===== config.mk =====
export PLATFORM = sky130hd
export DESIGN_NAME = reg16
export DESIGN_NICKNAME = d
export VERILOG_FILES = /design/src/rtl/reg16_pkg.sv /design/src/rtl/reg16.sv
export SDC_FILE = /design/constraint.sdc
export NUM_CORES = 1
export LEC_CHECK = 0
export ABC_AREA = 1
export CAP_MARGIN = 0
export CORE_MARGIN = 5
export CORE_UTILIZATION = 44
export CTS_BUF_LIST = sky130_fd_sc_hd__clkbuf_2 sky130_fd_sc_hd__clkbuf_4 sky130_fd_sc_hd__clkbuf_8
export DETAILED_ROUTE_END_ITERATION = 7
export PLACE_DENSITY = 0.86
export SLEW_MARGIN = 20
export SYNTH_ARGS = -nofsm -noshare
export SYNTH_HDL_FRONTEND = slang
export SYNTH_SLANG_ARGS = --single-unit

===== constraint.sdc =====
create_clock -name clk -period 1.8 [get_ports clk]
set_input_delay 0.36 -clock clk [delete_from_list [all_inputs] [get_ports clk]]
set_output_delay 0.36 -clock clk [all_outputs]
set_load 0.02 [all_outputs]

===== src/rtl/reg16_pkg.sv =====
// Shared constants and helpers for the sequential 8x8 multiplier datapath.
package reg16_pkg;

    // Width of the product/accumulator word carried through the datapath.
    localparam int PROD_W = 16;

    // What the holding register does on a rising clock edge.
    typedef enum logic [1:0] {
        ACT_HOLD  = 2'd0,
        ACT_LOAD  = 2'd1,
        ACT_CLEAR = 2'd2
    } reg_action_e;

    // Clear dominates load; with neither requested the register holds.
    function automatic reg_action_e edge_action(input logic sclr_n, input logic clk_ena);
        if (!sclr_n) begin
            return ACT_CLEAR;
        end else if (clk_ena) begin
            return ACT_LOAD;
        end
        return ACT_HOLD;
    endfunction

endpackage


===== src/rtl/reg16.sv =====
// Clock-enabled holding register for the multiplier product/accumulator.
// Asynchronous active-high reset, synchronous active-low clear that wins over
// load, and a plain bit-for-bit load when enabled. reg_out comes straight
// from the flops.
module reg16
    import reg16_pkg::*;
#(
    parameter int WIDTH = PROD_W
) (
    input  logic             clk,
    input  logic             rst,
    input  logic             sclr_n,
    input  logic             clk_ena,
    input  logic [WIDTH-1:0] datain,
    output logic [WIDTH-1:0] reg_out
);

    logic [WIDTH-1:0] reg_q;
    logic [WIDTH-1:0] reg_d;
    reg_action_e      action;

    // Decide the edge action and the value the register takes on the next edge.
    always_comb begin
        reg_d  = reg_q;
        action = edge_action(sclr_n, clk_ena);
        case (action)
            ACT_CLEAR: reg_d = '0;
            ACT_LOAD:  reg_d = datain;
            default:   reg_d = reg_q;
        endcase
    end

    // State register: reset clears immediately, otherwise take the next value.
    always_ff @(posedge clk or posedge rst) begin
        if (rst) begin
            reg_q <= '0;
        end else begin
            reg_q <= reg_d;
        end
    end

    assign reg_out = reg_q;

    // Control inputs must be known whenever an edge can act on them.
    a_ctrl_known: assert property (@(posedge clk) disable iff (rst)
        !$isunknown({sclr_n, clk_ena}))
        else $error("reg16: X/Z on sclr_n or clk_ena");

    c_reset: cover property (@(posedge clk) rst);
    c_clear: cover property (@(posedge clk) disable iff (rst) !sclr_n);
    c_clear_over_load: cover property (@(posedge clk) disable iff (rst) !sclr_n && clk_ena);
    c_load:  cover property (@(posedge clk) disable iff (rst) sclr_n && clk_ena);
    c_hold:  cover property (@(posedge clk) disable iff (rst) sclr_n && !clk_ena);

endmodule


* Word level (Yosys, flattened, before mapping)
Cells that the tools add are included.
Storage, ports and cells: word-level logic and storage cells 10, bits in registers 16, output and inout port bits 16
Operators by class: equality and inequality tests 2, multiplexer cells 6, reductions and logical operators 1
Operators with widths (count):
- $pmux 16 s2 | 1
- $mux 2 | 3
- $eq 2x1->1 const B | 1
- $eq 2x2->1 const B | 1
- $mux 1 | 2
- $reduce_bool 2->1 | 1

* Depth between registers and ports, before layout
Gate-level depths: netlist of the first run.
depth in word-level cells 5, mapped depth 5

* Worst setup path after synthesis of the first run
OpenSTA, ideal clock, no wires.
path kind input to register, from input port clk_ena, to register reg_q[3], in the netlist reg_out[3], slack 0.927 ns, arrival 0.756 ns, setup time 0.118 ns, stages on the path 5, path buffers 2, required time 1.682 ns, path through buf_6 inv_6 buf_6 nand3_1 nand2_1
Between the ends: word-level cells in the longest chain between the ends 5, elaborated cells between the ends (all ways) 7, those cells by class eq/ne (2); mux (4); reduce/logical (1)
RTL lines:
- start, declared | RTL line reg16.sv:13 | input logic clk_ena,
- $mux 1 (*) | RTL line reg16_pkg.sv:18 | end else if (clk_ena) begin
- $mux 1 (*) | RTL line reg16_pkg.sv:16 | if (!sclr_n) begin
- $mux 2 (*) | RTL line reg16_pkg.sv:21 | return ACT_HOLD;
- $eq 2x1->1 / $eq 2x2->1 (equally long branches) | RTL line reg16.sv:26 | case (action)
- $pmux 16 s2 / $reduce_bool 2->1 (equally long branches)
- end signal, assigned | RTL line reg16.sv:38 | reg_q <= reg_d;
- end, declared | RTL line reg16.sv:18 | logic [WIDTH-1:0] reg_q;
Every way passes the cells marked *; elsewhere a longest branch is shown, timed or not. A chain may end at the register's enable or synchronous reset.

* Final worst setup path of the first run
from register reg_q[5], in the netlist reg_out[5], to output port reg_out[5]
RTL lines:
- end, declared | RTL line reg16.sv:15 | output logic [WIDTH-1:0] reg_out
No word-level cell between the ends.

==> flow_summary_export.csv, run 1 <==
group,metric,value,unit
cells_and_area,fin_cells,123,
synth,synthTopCellsByCount,"nand3_1, dfrtp_1, nand2_1",
synth,synth_edf_count,0,
worst_setup_path,critPathBufInv,1,
grt,grt_use_total,14.7,%
detailed_routing,via_per_inst,5.08,
synth,syn-num-nets,92,
clock_network,cts_tree,"yes",
synth,synthesis.instances,72,
synth,synth.most_common_cell,"nand3_1",
die,initial_core_util,47.8,%
sta,worst_clock_skew,0,ps
worst_setup_path,cp.depth,1,
synth,netlist.area_leader.share,53.7,%
detailed_routing,drt_iter0_markers,11,
grt,antenna_found_initial,0,
die,io_pins,36,
power,ir_drop,0.526,mV
clock_network,cts-root-buf,"clkbuf_4",
detailed_routing,ant_nets,0,
sta,worst_pin_slew,600,ps
clock_network,cts_hold_buf,0,
worst_setup_path,endpoint_kind,"output pin",
die,dieArea,2620,sq um
clock_network,postCtsResizedCells,0,
sta,slew_viol_final,0,
synth,synth-main-ff-cell,"dfrtp_1",
synth,ys_ff_latch,16,
synth,synthArstFlopShare,100,%
detailed_routing,drt_drc_violations_left,0,
synth,yosys.area.top_type,"dfrtp_1",
sta,finalSetupTns,0,ps
worst_setup_path,max_stage_delay,610,ps
sta,rsz0062_at_grt,"no",
place,io_buffers,35,
cells_and_area,fillCellCount,122,
clock_network,cts.sinks,16,
detailed_routing,detailroute.via_count,625,
sta,fmax,610,MHz
worst_setup_path,critical-path-top-delay-family,"buffers and inverters",
sta,period_share,91.1,%
synth,synth.avg_cell_area,10.4,sq um
clock_network,insertion_delay,280,ps
clock_network,clk_pin_slew_worst_paths,90,ps
die,die_h,51.2,um
grt,grt_overflow,0,
clock_network,clockBufferDepth,2,
synth,synth_area,746,sq um
clock_network,post-cts-setup-buffer-count,0,
worst_setup_path,cp-start-kind,"flop",
synth,synthDistinctLibCells,7,
detailed_routing,routed_wl,1730,um
cells_and_area,largest_reg_flops,16,
worst_setup_path,cp.arrival,1280,ps
grt,grt_pass1_vias,633,
power,power_density,673,nW/um^2
hold_path,hp-class,"in2async",
worst_setup_path,rr_worst_depth,2,
place,place_congestion,0.718,
synth,yosys_warnings,0,
detailed_routing,wl_per_cell,14.0,um
cells_and_area,multi_input_area,265,sq um
cells_and_area,areaGrowthSynthToFinish,48.3,%
outcome,outcome,"finished clean",
cells_and_area,drive_gt1_share,15.0,%
synth,synth_area_leaders,"dfrtp_1, nand3_1, nand3_2",
sta,setup_viol,0,
sta,fin_crit,1640,ps
run,drv_cap,0,
place,dp_hpwl,1310,um
worst_setup_path,worst_path_max_delay_cell,"clkdlybuf4s50_1",
sta,hold_viol_final,0,
power,leakagePower,0.000523,uW
cells_and_area,diodes,0,
die,num_rows,14,
worst_setup_path,crit_type,"reg2out",
synth,yosysSeqAreaShare,53.7,%
place,post-place-cells,120,
die,coreArea,1560,sq um
grt,grt_max_degree,33,
cells_and_area,nNetsFinal,129,
grt,grt_pass1_wl,2920,um
worst_setup_path,path_cells,"clkdlybuf4s50_1",
cells_and_area,regArea,400,sq um
worst_setup_path,required,1440,ps
worst_setup_path,critPathMaxFanout,2,
sta,relSlewSlack,59.9,%
clock_network,htree_levels,1,
detailed_routing,firstDrtPassIters,4,
clock_network,cts_buffers,3,
die,die_w,51.2,um
==> per-stage QoR <==
step	instance area, sq um	utilization [%]	hold slack, ps	total power [uW]	setup WS, ps
6_report	1110	70.9	434	745	160
5_1_grt	1110	70.9	529	777	119
4_1_cts	1110	70.9	456	751	156
3_5_place_dp	1080	69.5	488	573	315
3_3_place_gp	1080	69.5	482	570	328
2_1_floorplan	746	-	274	482	927
==> cell type report <==
type,count,share of cell area (%)
Clock buffer,3,2.04
Inverter,2,1.13
Multi-Input combinational cell,48,24.0
Sequential cell,16,36.2
Tap cell,16,1.81
Timing Repair Buffer,38,34.8
==> cell families (layout without fill, tap and decap cells) <==
kind of cell,count (synthesis),in the layout,synth area share (%)
buffers and inverters,8,43,10.7
flip-flops,16,16,53.7
AND/OR/NAND/NOR,48,48,35.6
==> cell usage in the layout (no fill, tap or decap) <==
cell type        netlist  routed
nand2_1               16      16
nand3_2                9       9
dfrtp_1               16      16
clkdlybuf4s50_1        0      35
nand3_1               23      23
buf_12                 0       1
clkbuf_4               0       3
inv_1                  1       1
buf_4                  0       2
inv_6                  1       1
==> path summary, 6_finish.rpt <==
kind                                               from                      end  slack, ps
worst max-delay path             reg_out[5]$_DFFE_PP0P_               reg_out[5]        160
worst min-delay path                                rst   reg_out[5]$_DFFE_PP0P_        430
worst max register to register   reg_out[5]$_DFFE_PP0P_   reg_out[5]$_DFFE_PP0P_       1150
worst min register to register  reg_out[11]$_DFFE_PP0P_  reg_out[11]$_DFFE_PP0P_        510
max in group asynchronous                           rst  reg_out[15]$_DFFE_PP0P_        970
min in group clk                reg_out[11]$_DFFE_PP0P_  reg_out[11]$_DFFE_PP0P_        510
==> power breakdown <==
| group | total, uW | leakage, uW | internal, uW | switching [uW] |
|---|---|---|---|---|
| logic | 172 | 0.000296 | 89.9 | 82.5 |
| registers | 391 | 0.000213 | 379 | 12.0 |
| clock network | 181 | 0.0000138 | 77.7 | 104 |
| total | 745 | 0.000523 | 547 | 198 |
==> metal layers <==
metal  vias to the layer above  routed length [um]  GRT usage, %  part of all wire [%]
li1                        313                   -             -                     -
met1                       288                 755          17.7                    44
met2                        20                 848          25.1                    49
met3                         4                  89          2.33                   5.2
met4                         0                  32          7.62                   1.9
met5                         -                   0             0                     0
Power figures use the tool's default switching activity.
==> inputs of run 2 (changes only) <==
--- a/config.mk
+++ b/config.mk
@@ -8,10 +8,10 @@
 export ABC_AREA = 1
 export CAP_MARGIN = 0
 export CORE_MARGIN = 5
-export CORE_UTILIZATION = 44
+export CORE_UTILIZATION = 41
 export CTS_BUF_LIST = sky130_fd_sc_hd__clkbuf_2 sky130_fd_sc_hd__clkbuf_4 sky130_fd_sc_hd__clkbuf_8
 export DETAILED_ROUTE_END_ITERATION = 7
-export PLACE_DENSITY = 0.86
+export PLACE_DENSITY = 0.81
 export SLEW_MARGIN = 20
 export SYNTH_ARGS = -nofsm -noshare
 export SYNTH_HDL_FRONTEND = slang
==> constraint.sdc (replaced) <==
create_clock -name clk -period 1.76 [get_ports clk]
set_input_delay 0.352 -clock clk [delete_from_list [all_inputs] [get_ports clk]]
set_output_delay 0.352 -clock clk [all_outputs]
set_load 0.02 [all_outputs]
==> flow_summary_export.csv, run 2 (same netlist as run 1, synthesis figures left out) <==
group,metric,value,unit
clock_network,clk_pin_slew_worst_paths,90,ps
detailed_routing,drt_iter0_markers,10,
power,total_power,763,uW
cells_and_area,diodes,0,
worst_setup_path,critPathBufInv,1,
grt,grt_max_degree,33,
place,post-place-ws,200,ps
clock_network,cts-root-buf,"clkbuf_4",
worst_setup_path,critPathMaxFanout,2,
detailed_routing,routed_wl,1840,um
clock_network,htree_levels,1,
sta,slew_viol_final,0,
grt,grt_overflow,0,
sta,worst_slack,141,ps
die,io_pins,36,
hold_path,hp-class,"in2async",
cells_and_area,fin_cells,131,
sta,rsz0062_at_grt,"no",
worst_setup_path,cp.depth,1,
clock_network,cts_tree,"yes",
sta,period_share,92.0,%
detailed_routing,ant_nets,0,
clock_network,postCtsResizedCells,0,
grt,grt_pass1_vias,609,
sta,worst_pin_slew,584,ps
power,ir_drop,0.514,mV
sta,setup_viol,0,
die,initial_core_util,43.2,%
detailed_routing,wl_per_cell,14.1,um
worst_setup_path,cp-start-kind,"flop",
grt,antenna_found_initial,0,
clock_network,cts.sinks,16,
sta,hold_viol_final,0,
clock_network,cts_buffers,3,
detailed_routing,detailroute.via_count,625,
cells_and_area,nNetsFinal,128,
die,dieArea,2770,sq um
detailed_routing,firstDrtPassIters,4,
cells_and_area,layout_commonest_cell,"clkdlybuf4s50_1",
place,place_congestion,0.645,
sta,finalSetupTns,0,ps
worst_setup_path,crit_type,"reg2out",
worst_setup_path,required,1410,ps
power,power_density,688,nW/um^2
worst_setup_path,max_stage_delay,620,ps
place,io_buffers,35,
die,die_h,52.6,um
clock_network,insertion_delay,270,ps
sta,relSlewSlack,61.0,%
die,die_w,52.6,um
outcome,outcome,"finished clean",
clock_network,clockBufferDepth,2,
die,coreArea,1730,sq um
sta,fin_crit,1620,ps
worst_setup_path,worst_path_max_delay_cell,"clkdlybuf4s50_1",
cells_and_area,final_cell_mix,"clkdlybuf4s50_1, nand3_1, nand2_1, dfrtp_1, nand3_2",
grt,grt_pass1_wl,2930,um
worst_setup_path,cp.arrival,1270,ps
detailed_routing,via_per_inst,4.77,
clock_network,cts_hold_buf,0,
worst_setup_path,rr_worst_depth,2,
detailed_routing,drt_drc_violations_left,0,
sta,worst_clock_skew,0,ps
cells_and_area,areaGrowthSynthToFinish,48.8,%
clock_network,post-cts-setup-buffer-count,0,
place,dp_hpwl,1440,um
worst_setup_path,endpoint_kind,"output pin",
power,leakagePower,0.000518,uW
cells_and_area,largest_reg_flops,16,
run,drv_cap,0,
cells_and_area,fin_util,64.3,%
sta,fmax,618,MHz
worst_setup_path,critical-path-top-delay-family,"buffers and inverters",
place,post-place-cells,128,
grt,grt_use_total,14.5,%
worst_setup_path,path_cells,"clkdlybuf4s50_1",
cells_and_area,drive_gt1_share,14.2,%
die,num_rows,15,
run 2: cell count changes in the layout (fill, tap and decap cells not counted), sizes merged:
| cell | delta |
|---|---|
| buf | -1 |
run 2: report_power, final:
part | switching [uW] | internal [uW] | total, uW
registers | 12.3 | 388 | 400
logic | 85.9 | 90.7 | 177
clock network | 107 | 79.3 | 187
total | 205 | 558 | 763
run 2: cell type report:
| type | count | area, sq um |
|---|---|---|
| tap | 25 | 31.3 |
| timing repair buffer | 37 | 378 |
| multi-input combinational | 48 | 265 |
| inverter | 2 | 12.5 |
| sequential | 16 | 400 |
| fill | 147 | 617 |
| clock buffer | 3 | 22.5 |
run 2: through the flow:
step	hold slack, ps	area (sq um)
after global placement	483	1090
after CTS	454	1110
after floorplan	266	746
final	430	1110
after global routing	481	1110
after detailed placement	489	1090
run 2: path summary, 6_finish.rpt:
check                                        startpoint                      end  slack (ps)
worst max-delay path             reg_out[1]$_DFFE_PP0P_               reg_out[1]         140
worst min-delay path                                rst   reg_out[9]$_DFFE_PP0P_         430
worst max register to register  reg_out[15]$_DFFE_PP0P_  reg_out[15]$_DFFE_PP0P_        1100
worst min register to register   reg_out[2]$_DFFE_PP0P_   reg_out[2]$_DFFE_PP0P_         510
max in group asynchronous                           rst   reg_out[6]$_DFFE_PP0P_         950
min in group clk                 reg_out[2]$_DFFE_PP0P_   reg_out[2]$_DFFE_PP0P_         510
run 2: layer usage:
layer | vias up | GRT usage, % | share of wire [%]
li1 | 309 | - | -
met1 | 296 | 18.9 | 43
met2 | 18 | 22.7 | 50
met3 | 2 | 3.42 | 6.3
met4 | 0 | 6.38 | 0.92
met5 | - | 0 | 0
==> inputs of run 3 (changes only) <==
--- a/config.mk
+++ b/config.mk
@@ -7,11 +7,13 @@
 export LEC_CHECK = 0
 export ABC_AREA = 1
 export CAP_MARGIN = 0
+export CELL_PAD_IN_SITES_DETAIL_PLACEMENT = 0
+export CELL_PAD_IN_SITES_GLOBAL_PLACEMENT = 1
 export CORE_MARGIN = 5
-export CORE_UTILIZATION = 41
+export CORE_UTILIZATION = 30
 export CTS_BUF_LIST = sky130_fd_sc_hd__clkbuf_2 sky130_fd_sc_hd__clkbuf_4 sky130_fd_sc_hd__clkbuf_8
 export DETAILED_ROUTE_END_ITERATION = 7
-export PLACE_DENSITY = 0.81
+export PLACE_DENSITY_LB_ADDON = 0.1
 export SLEW_MARGIN = 20
 export SYNTH_ARGS = -nofsm -noshare
 export SYNTH_HDL_FRONTEND = slang
==> flow_summary_export.csv, run 3 (same netlist as run 1, synthesis figures left out) <==
group,metric,value,unit
power,p_int,604,uW
grt,grtUsageMet2,16.8,%
power,power_density,724,nW/um^2
sta,setup_viol,0,
sta,fmax,617,MHz
cells_and_area,final_cell_area,1130,sq um
sta,worst_pin_slew,621,ps
sta,hold_viol_final,0,
clock_network,post-cts-setup-buffer-count,0,
die,io_pins,36,
clock_network,postCtsResizedCells,0,
grt,grt_pass1_wl,2940,um
power,ir_drop,0.472,mV
place,post-place-ws,333,ps
clock_network,insertion_delay,280,ps
die,die_h,59.9,um
detailed_routing,firstDrtPassIters,4,
cells_and_area,final_cell_mix,"clkdlybuf4s50_1, nand3_1, nand2_1, dfrtp_1, nand3_2",
worst_setup_path,cp.arrival,1270,ps
die,dieArea,3580,sq um
power,p_switching,214,uW
grt,grtUsageMet1,13.7,%
detailed_routing,via_per_inst,4.55,
cells_and_area,nNetsFinal,128,
grt,grt-busiest-layer,"met2",
grt,antenna_found_initial,0,
hold_path,hp-class,"in2async",
clock_network,clk_pin_slew_worst_paths,90,ps
grt,grt_use_total,10.9,%
sta,worst_clock_skew,0,ps
place,dp_hpwl,1210,um
detailed_routing,routed_wl,1770,um
place,place_area,1090,sq um
worst_setup_path,critPathBufInv,1,
sta,relSlewSlack,58.5,%
die,initial_core_util,30.7,%
cells_and_area,diodes,0,
detailed_routing,detailroute.via_count,624,
power,seq_power_share,48.9,%
power,swShare,26.1,%
grt,grt_overflow,0,
cells_and_area,fin_cells,137,
detailed_routing,drt_iter0_markers,22,
grt,met3_usage,4.32,%
worst_setup_path,cp-start-kind,"flop",
sta,fin_crit,1620,ps
grt,grt_pass1_vias,651,
cells_and_area,fin_util,46.5,%
worst_setup_path,path_cells,"clkdlybuf4s50_1",
sta,worst_slack,140,ps
die,num_rows,18,
grt,grt_max_degree,33,
detailed_routing,drt_drc_violations_left,0,
worst_setup_path,required,1410,ps
cells_and_area,drive_gt1_share,15.0,%
worst_setup_path,max_stage_delay,610,ps
power,clkPwrFrac,29.8,%
worst_setup_path,crit_type,"reg2out",
clock_network,cts_tree,"yes",
cells_and_area,largest_reg_flops,16,
worst_setup_path,critPathMaxFanout,2,
clock_network,cts_hold_buf,0,
worst_setup_path,endpoint_kind,"output pin",
place,io_buffers,35,
detailed_routing,ant_nets,0,
die,coreArea,2430,sq um
die,die_w,59.9,um
clock_network,htree_levels,1,
cells_and_area,layout_commonest_cell,"clkdlybuf4s50_1",
outcome,outcome,"finished clean",
worst_setup_path,critical-path-top-delay-family,"buffers and inverters",
power,leakagePower,0.000525,uW
clock_network,cts_buffers,3,
clock_network,cts-root-buf,"clkbuf_4",
sta,slew_viol_final,0,
place,post-place-cells,133,
power,comb_power_share,21.3,%
cells_and_area,areaGrowthSynthToFinish,51.5,%
run,drv_cap,0,
sta,period_share,92.1,%
worst_setup_path,worst_path_max_delay_cell,"clkdlybuf4s50_1",
sta,rsz0062_at_grt,"no",
place,place_congestion,0.616,
clock_network,cts.sinks,16,
sta,finalSetupTns,0,ps
clock_network,clockBufferDepth,2,
detailed_routing,wl_per_cell,12.9,um
## run 3: worst paths after layout
path	start	cells after the start	slack [ps]	endpoint
min reg2reg	reg_out[11]$_DFFE_PP0P_	2	510	reg_out[11]$_DFFE_PP0P_
max in group asynchronous	rst	2	920	reg_out[3]$_DFFE_PP0P_
max reg2reg	reg_out[6]$_DFFE_PP0P_	2	1130	reg_out[6]$_DFFE_PP0P_
min	rst	2	440	reg_out[14]$_DFFE_PP0P_
min in group clk	reg_out[11]$_DFFE_PP0P_	2	510	reg_out[11]$_DFFE_PP0P_
max	reg_out[6]$_DFFE_PP0P_	1	140	reg_out[6]
## run 3: power groups by stage
stage	combinational, uW	clock [uW]	sequential (uW)
after floorplan	60.0	0	432
after global placement	177	0	407
after detailed placement	178	0	407
after CTS	179	260	400
after global routing	189	278	403
final	175	244	400
## run 3: area by class of cell
type | instances | area, sq um
flip-flops and latches | 16 | 400
inverters | 2 | 12.5
multi-input cells | 48 | 265
clock buffers | 4 | 36.3
repair buffers | 37 | 378
fillers | 250 | 1300
well taps | 30 | 37.5
## run 3: metrics by stage
step	total power, uW	hold slack (ps)
after floorplan	492	266
after global placement	585	485
after detailed placement	585	488
after CTS	839	463
after global routing	870	487
final	818	439
## run 3: layer usage
metal | up-vias | routed length (um)
met5 | - | 0
met4 | 0 | 12
met3 | 2 | 150
met2 | 19 | 816
met1 | 291 | 790
li1 | 312 | -
